### config.mk
export PLATFORM = sky130hd
export DESIGN_NAME = proc_mem_port_arbiter
export DESIGN_NICKNAME = d
export VERILOG_FILES = /design/src/rtl/proc_mem_port_arbiter_pkg.sv /design/src/rtl/proc_mem_arb_route_fifo.sv /design/src/rtl/proc_mem_port_arbiter.sv
export SDC_FILE = /design/constraint.sdc
export NUM_CORES = 1
export LEC_CHECK = 0
export ABC_AREA = 1
export CAP_MARGIN = 20
export CORE_AREA = 5 5 146 148
export DETAILED_ROUTE_END_ITERATION = 8
export DIE_AREA = 0 0 151 153
export PLACE_DENSITY = 0.55
export SYNTH_ARGS = -nofsm -noshare
export SYNTH_HDL_FRONTEND = slang
export SYNTH_HIERARCHICAL = 1
export SYNTH_SLANG_ARGS = --single-unit
### constraint.sdc
create_clock -name clk -period 5.7 [get_ports clk]
set_input_delay 0.855 -clock clk [delete_from_list [all_inputs] [get_ports clk]]
set_output_delay 0.855 -clock clk [all_outputs]
set_load 0.02 [all_outputs]
### src/rtl/proc_mem_port_arbiter_pkg.sv
// Shared memory-message types for the 4-byte processor/memory val/rdy interfaces.
package proc_mem_port_arbiter_pkg;

   typedef struct packed {
      logic [2:0]  type_;
      logic [7:0]  opaque;
      logic [31:0] addr;
      logic [1:0]  len;
      logic [31:0] data;
   } mem_req_4B_t;

   typedef struct packed {
      logic [2:0]  type_;
      logic [7:0]  opaque;
      logic [1:0]  test;
      logic [1:0]  len;
      logic [31:0] data;
   } mem_resp_4B_t;

endpackage

### src/rtl/proc_mem_arb_route_fifo.sv
// In-order queue of 1-bit port IDs; a separate count tells full from empty.
module proc_mem_arb_route_fifo #(
   parameter int p_depth = 4
) (
   input  logic                     clk,
   input  logic                     reset,
   input  logic                     enq_en,
   input  logic                     enq_data,
   input  logic                     deq_en,
   output logic                     head,
   output logic                     full,
   output logic                     empty,
   output logic [$clog2(p_depth):0] count
);

   localparam int AW = $clog2(p_depth);
   localparam int CW = AW + 1;
   localparam logic [CW-1:0] FULL_CNT = CW'(p_depth);

   logic          mem [p_depth];
   logic [AW-1:0] wr_ptr;
   logic [AW-1:0] rd_ptr;
   logic [CW-1:0] cnt;
   logic          do_enq;
   logic          do_deq;

   assign full   = (cnt == FULL_CNT);
   assign empty  = (cnt == '0);
   assign do_enq = enq_en & ~full;
   assign do_deq = deq_en & ~empty;
   assign head   = mem[rd_ptr];
   assign count  = cnt;

   always_ff @(posedge clk) begin
      if (do_enq) mem[wr_ptr] <= enq_data;
   end

   // Depth is a power of two, so pointers wrap by natural overflow.
   always_ff @(posedge clk or negedge reset) begin
      if (!reset) begin
         wr_ptr <= '0;
         rd_ptr <= '0;
         cnt    <= '0;
      end else begin
         if (do_enq) wr_ptr <= wr_ptr + AW'(1);
         if (do_deq) rd_ptr <= rd_ptr + AW'(1);
         case ({do_enq, do_deq})
            2'b10:   cnt <= cnt + CW'(1);
            2'b01:   cnt <= cnt - CW'(1);
            default: cnt <= cnt;
         endcase
      end
   end

endmodule

### src/rtl/proc_mem_port_arbiter.sv
// Round-robin sharing of one memory port between imem and dmem, with
// responses steered back to their requester through an in-order route queue.
module proc_mem_port_arbiter
   import proc_mem_port_arbiter_pkg::*;
#(
   parameter int p_max_inflight = 4
) (
   input  logic                            clk,
   input  logic                            reset,
   input  logic                            imemreq_val,
   output logic                            imemreq_rdy,
   input  mem_req_4B_t                     imemreq_msg,
   input  logic                            dmemreq_val,
   output logic                            dmemreq_rdy,
   input  mem_req_4B_t                     dmemreq_msg,
   output logic                            imemresp_val,
   input  logic                            imemresp_rdy,
   output mem_resp_4B_t                    imemresp_msg,
   output logic                            dmemresp_val,
   input  logic                            dmemresp_rdy,
   output mem_resp_4B_t                    dmemresp_msg,
   output logic                            memreq_val,
   input  logic                            memreq_rdy,
   output mem_req_4B_t                     memreq_msg,
   input  logic                            memresp_val,
   output logic                            memresp_rdy,
   input  mem_resp_4B_t                    memresp_msg,
   output logic [$clog2(p_max_inflight):0] inflight
);

   localparam logic IMEM = 1'b0;
   localparam logic DMEM = 1'b1;

   // val/rdy: a transfer happens in any cycle where both are high; no val
   // output here depends on the rdy of its own channel.

   logic prio;
   logic sel;
   logic any_val;
   logic full;
   logic empty;
   logic head;
   logic req_fire;
   logic resp_fire;

   always_comb begin
      if (imemreq_val && dmemreq_val) sel = prio;
      else if (dmemreq_val)           sel = DMEM;
      else                            sel = IMEM;
   end

   assign any_val     = imemreq_val | dmemreq_val;
   assign memreq_val  = any_val & ~full;
   assign memreq_msg  = !any_val ? '0 : (sel == DMEM) ? dmemreq_msg : imemreq_msg;
   assign imemreq_rdy = (sel == IMEM) & memreq_rdy & ~full;
   assign dmemreq_rdy = (sel == DMEM) & memreq_rdy & ~full;
   assign req_fire    = memreq_val & memreq_rdy;
   assign resp_fire   = memresp_val & memresp_rdy;

   // An empty queue means any response is stray: accept it and drop it.
   always_comb begin
      imemresp_val = 1'b0;
      imemresp_msg = '0;
      dmemresp_val = 1'b0;
      dmemresp_msg = '0;
      memresp_rdy  = 1'b1;
      if (!empty) begin
         if (head == DMEM) begin
            dmemresp_val = memresp_val;
            dmemresp_msg = memresp_msg;
            memresp_rdy  = dmemresp_rdy;
         end else begin
            imemresp_val = memresp_val;
            imemresp_msg = memresp_msg;
            memresp_rdy  = imemresp_rdy;
         end
      end
   end

   always_ff @(posedge clk or negedge reset) begin
      if (!reset)        prio <= IMEM;
      else if (req_fire) prio <= ~sel;
   end

   proc_mem_arb_route_fifo #(.p_depth(p_max_inflight)) u_route_fifo (
      .clk      (clk),
      .reset    (reset),
      .enq_en   (req_fire),
      .enq_data (sel),
      .deq_en   (resp_fire),
      .head     (head),
      .full     (full),
      .empty    (empty),
      .count    (inflight)
   );

endmodule

======== Word level (Yosys, flattened, before mapping) ========
Memories as Yosys holds them, arrays and structs flattened.
Index checks and enable logic that the tools add are counted.
word-level totals
  memories ................................ 1
  output and inout port bits .............. 180
  word-level logic and storage cells ...... 45
  RAM bits ................................ 4
  register bits ........................... 8
memory list
  memory            depth  width  rd ports  clocked after Yosys merged registers in  write ports  RTL line                       source
  u_route_fifo.mem  4      1      1         0                                        1            proc_mem_arb_route_fifo.sv:20  logic mem [p_depth];
operators by class
  eq/ne operators ......................... 3
  add/sub/neg operators ................... 4
  reductions and logical operators ........ 3
  bitwise logic cells ..................... 13
  multiplexer cells ....................... 17
operator list
  operator                                                            number
  47-bit two-way mux                                                  4
  77-bit two-way mux                                                  2
  1-bit two-way mux                                                   10
  1-bit bitwise AND                                                   9
  3-bit one-hot mux with 2 select lines                               1
  2-bit by 1-bit adder with 2-bit output, second input constant       2
  3-bit by 1-bit adder with 3-bit output, second input constant       1
  3-bit == test, second input constant                                1
  3-bit zero test                                                     1
  1-bit inverter                                                      3
  3-bit by 1-bit subtractor with 3-bit output, second input constant  1
  2-bit by 1-bit == test with 1-bit output, second input constant     1
  2-bit == test, second input constant                                1
  2-bit nonzero test                                                  1
  1-bit logical AND                                                   1
  1-bit bitwise OR                                                    1

======== Depth between registers and ports, before layout ========
  depth in word-level cells ............... 7
  mapped depth ............................ 18
  depth with buffers taken out ............ 18

======== Cells and area by module ========
The synthesis kept the hierarchy.
by module, submodules not included
  module                   instances  area an instance (µm²)  cells an instance
  proc_mem_port_arbiter    1          2492.4                  604
  proc_mem_arb_route_fifo  1          630.6                   73

======== Worst setup path after synthesis ========
OpenSTA, ideal clock, no wires.
  path kind ............................... input port to output port
  from .................................... in imemreq_val
  to ...................................... out imemreq_rdy
  data arrival time ....................... 1633 ps
  required time ........................... 4845 ps
  buffers on the path ..................... 2
  cell stages on the path ................. 6
  slack ................................... 3212 ps
  cell sequence ........................... buf_4 -> nand2_4 -> nand2_4 -> buf_4 -> inv_1 -> nor2_1
between the ends
  word-level cells in the longest chain between the ends .. 5
ends and longest elaborated chain
  item                            RTL line                     source
  from (decl)                     proc_mem_port_arbiter.sv:10  input logic imemreq_val,
  1-bit logical AND               proc_mem_port_arbiter.sv:47  if (imemreq_val && dmemreq_val) sel = prio;
  1-bit two-way mux               proc_mem_port_arbiter.sv:47
  net sel                         proc_mem_port_arbiter.sv:38  logic sel;
  1-bit inverter                  proc_mem_port_arbiter.sv:55  assign imemreq_rdy = (sel == IMEM) & memreq_rdy & ~full;
  1-bit bitwise AND (2 in a row)  proc_mem_port_arbiter.sv:55
  to (decl)                       proc_mem_port_arbiter.sv:11  output logic imemreq_rdy,
The timed path passes the listed nets, and every way through them passes these cells.

======== Worst setup path after layout ========
Ends and elaborated chain as after synthesis.

==> out/metrics.csv <==
metric;value;unit
io_buffers;388;
hold_buffers;0;
grt_max_degree;81;
post-dp-hpwl;14.7;mm
drtPass1Iterations;4;
netlist_instances;677;
period_share;0.623;
tightest_slew;0.850;ns
io-pin-count;389;
die_y;153;um
hold_viol;0;
postCtsSetupRepairBufs;0;
post_cts_resize_count;0;
wl_per_cell;13.5;um
rsz0062_at_grt;no;
clkTransAtPathRegs;0.04;ns
setup_viol;0;
cts_htree_levels;1;
root_buffer;clkbuf_16;
final_net_count;1246;
drt-vias-per-instance;3.81;
fmax;282;MHz
clockBufferDepth;2;
ys_seq_area_frac;0.103;
grt_pass1_vias;4762;
routabilityCongestion;0.786;
overflow;0;
cp-end-kind;primary output;
min_path_type;flip-flop to flip-flop;
antenna_found_initial;0;
slew_headroom;0.433;
dpl_cell_area;7120;um^2
cts_buffers;3;
dieArea;23100;um^2
drt_wl_total;17.6;mm
netlist_area;3120;um^2
core_area;19900;um^2
period_needed;3.55;ns
worstPathRequired;4.85;ns
critical_path_class;primary input to primary output;
start_kind;primary input;
cts_tree;built;
synth-seq-cells;12;
p_leak;3.84;nW
clkSinkCount;12;
route.detailed.drc;0;
syn_area_per_cell;4.61;um^2
slew_viol_final;0;
peakVddDrop;0.000172;V
grt_pass1_wl;25.8;mm
num-fill-cells;2231;
track_usage;0.140;
final_util;0.361;
start_util;0.157;
critPathMaxFanout;80;
pwr_density_cell;338;nW/um^2
yosysWarnings;6;
drtAntennaViolNets;0;
clkLatencyLatePin;0.24;ns
diodes;0;
drtIter0Drc;122;
drive_above_1_share;0.0175;
arrival;2.69;ns
synthesis.nets;892;
fp-row-count;52;
drv_cap;0;
chipWidth;151;um
status;finished, final reports clean;
synth_cell_types;21;
vias;4947;
skew;0.00117;ns
tns;0;ns
area_delta_synth_final;130;%
final_cell_area;7200;um^2
flip-flops by register name, summed over array words and instances, names as in the netlist:
| register | count |
|---|---|
| u_route_fifo/mem | 4 |
| u_route_fifo/count | 3 |
| u_route_fifo/rd_ptr | 2 |
| u_route_fifo/wr_ptr | 2 |
| prio | 1 |
Yosys cell counts:
cell / count / area [um^2]
nand4_1: 1 / 6.26
fa_1: 1 / 20.0
buf_2: 26 / 130
buf_4: 5 / 37.5
clkbuf_1: 8 / 30.0
nand2_4: 3 / 33.8
dfrtp_1: 8 / 200
edfxtp_1: 4 / 120
o21ai_0: 1 / 5.00
xnor2_1: 1 / 8.76
buf_6: 5 / 56.3
nor2_1: 108 / 405
clkinv_1: 4 / 15.0
nand3_2: 2 / 20.0
nand3_1: 82 / 410
nand2_1: 260 / 976
ha_1: 5 / 62.6
inv_1: 147 / 552
nand3b_1: 1 / 7.51
o211ai_1: 2 / 15.0
inv_2: 3 / 11.3
final timing paths:
check	startpoint	endpoint	slack [ns]	cells past startpoint
worst max-delay path	imemreq_val	imemreq_rdy	2.15	6
worst min-delay path	prio$_DFFE_PN0P_	prio$_DFFE_PN0P_	0.50	2
worst max register to register	u_route_fifo/rd_ptr[0]$_DFFE_PN0P_	u_route_fifo/count[2]$_DFFE_PN0P_	3.40	16
worst min register to register	prio$_DFFE_PN0P_	prio$_DFFE_PN0P_	0.50	2
max in group asynchronous	reset	u_route_fifo/wr_ptr[1]$_DFFE_PN0P_	4.49	1
min in group asynchronous	reset	u_route_fifo/count[0]$_DFFE_PN0P_	0.92	1
layout make-up:
type	instances	area (um^2)	share of cell area
inverter	154	578	0.0803
timing repair buffer	393	3910	0.543
clock buffer	3	75.1	0.0104
multi-input combinational	467	1970	0.274
sequential	12	320	0.0445
clock inverter	1	3.75	0.000522
tap	270	338	0.0469
layer usage:
metal | vias up | GRT usage | routed length [um]
met2 | 237 | 0.274 | 9180
met4 | 0 | 0.0259 | 267
met1 | 2058 | 0.132 | 5780
met3 | 12 | 0.0622 | 2380
li1 | 2640 | - | -
met5 | - | 0 | 0
kinds of logic after synthesis:
family / share of synthesized area
simple gates: 0.595
flops: 0.103
xor+xnor: 0.00280
buf+inv: 0.266
fa+ha+maj: 0.0264
compound gates: 0.00641
worst max-delay path, stage by stage:
cell	delay, ns
buf_2	0.12
nand2_4	0.06
nand2_4	0.61
inv_1	0.22
nor2_1	0.15
clkdlybuf4s50_1	0.65
power by group:
part | total (mW) | leakage [nW] | internal (mW) | switching [mW]
Clock | 0.129 | 0.0385 | 0.0924 | 0.0366
Combinational | 2.15 | 3.67 | 0.947 | 1.20
Sequential | 0.154 | 0.134 | 0.125 | 0.0296
Total | 2.43 | 3.84 | 1.16 | 1.27
cells in the final DEF, fill, tap and decap left out, drive strengths merged:
cell type,synthesis,final
dfrtp,8,8
nor2,108,108
clkbuf,8,3
nand3,84,84
buf,36,7
nand3b,1,1
inv,150,150
o211ai,2,2
nand2,263,263
xnor2,1,1
clkdlybuf4s50,0,386
clkinv,4,5
fa,1,1
ha,5,5
o21ai,1,1
nand4,1,1
edfxtp,4,4
through the flow:
| stage | hold WS (ns) | total power, mW | setup WS [ns] | cells |
|---|---|---|---|---|
| after floorplan | 0.448 | 1.29 | 3.21 | 677 |
| after global placement | 0.479 | 2.35 | 2.10 | 1296 |
| after detailed placement | 0.499 | 2.34 | 2.06 | 1296 |
| after CTS | 0.514 | 2.48 | 2.07 | 1300 |
| after global routing | 0.559 | 2.64 | 1.93 | 1300 |
| final | 0.504 | 2.43 | 2.15 | 1300 |
No activity file was read; power rests on OpenSTA's default activity.
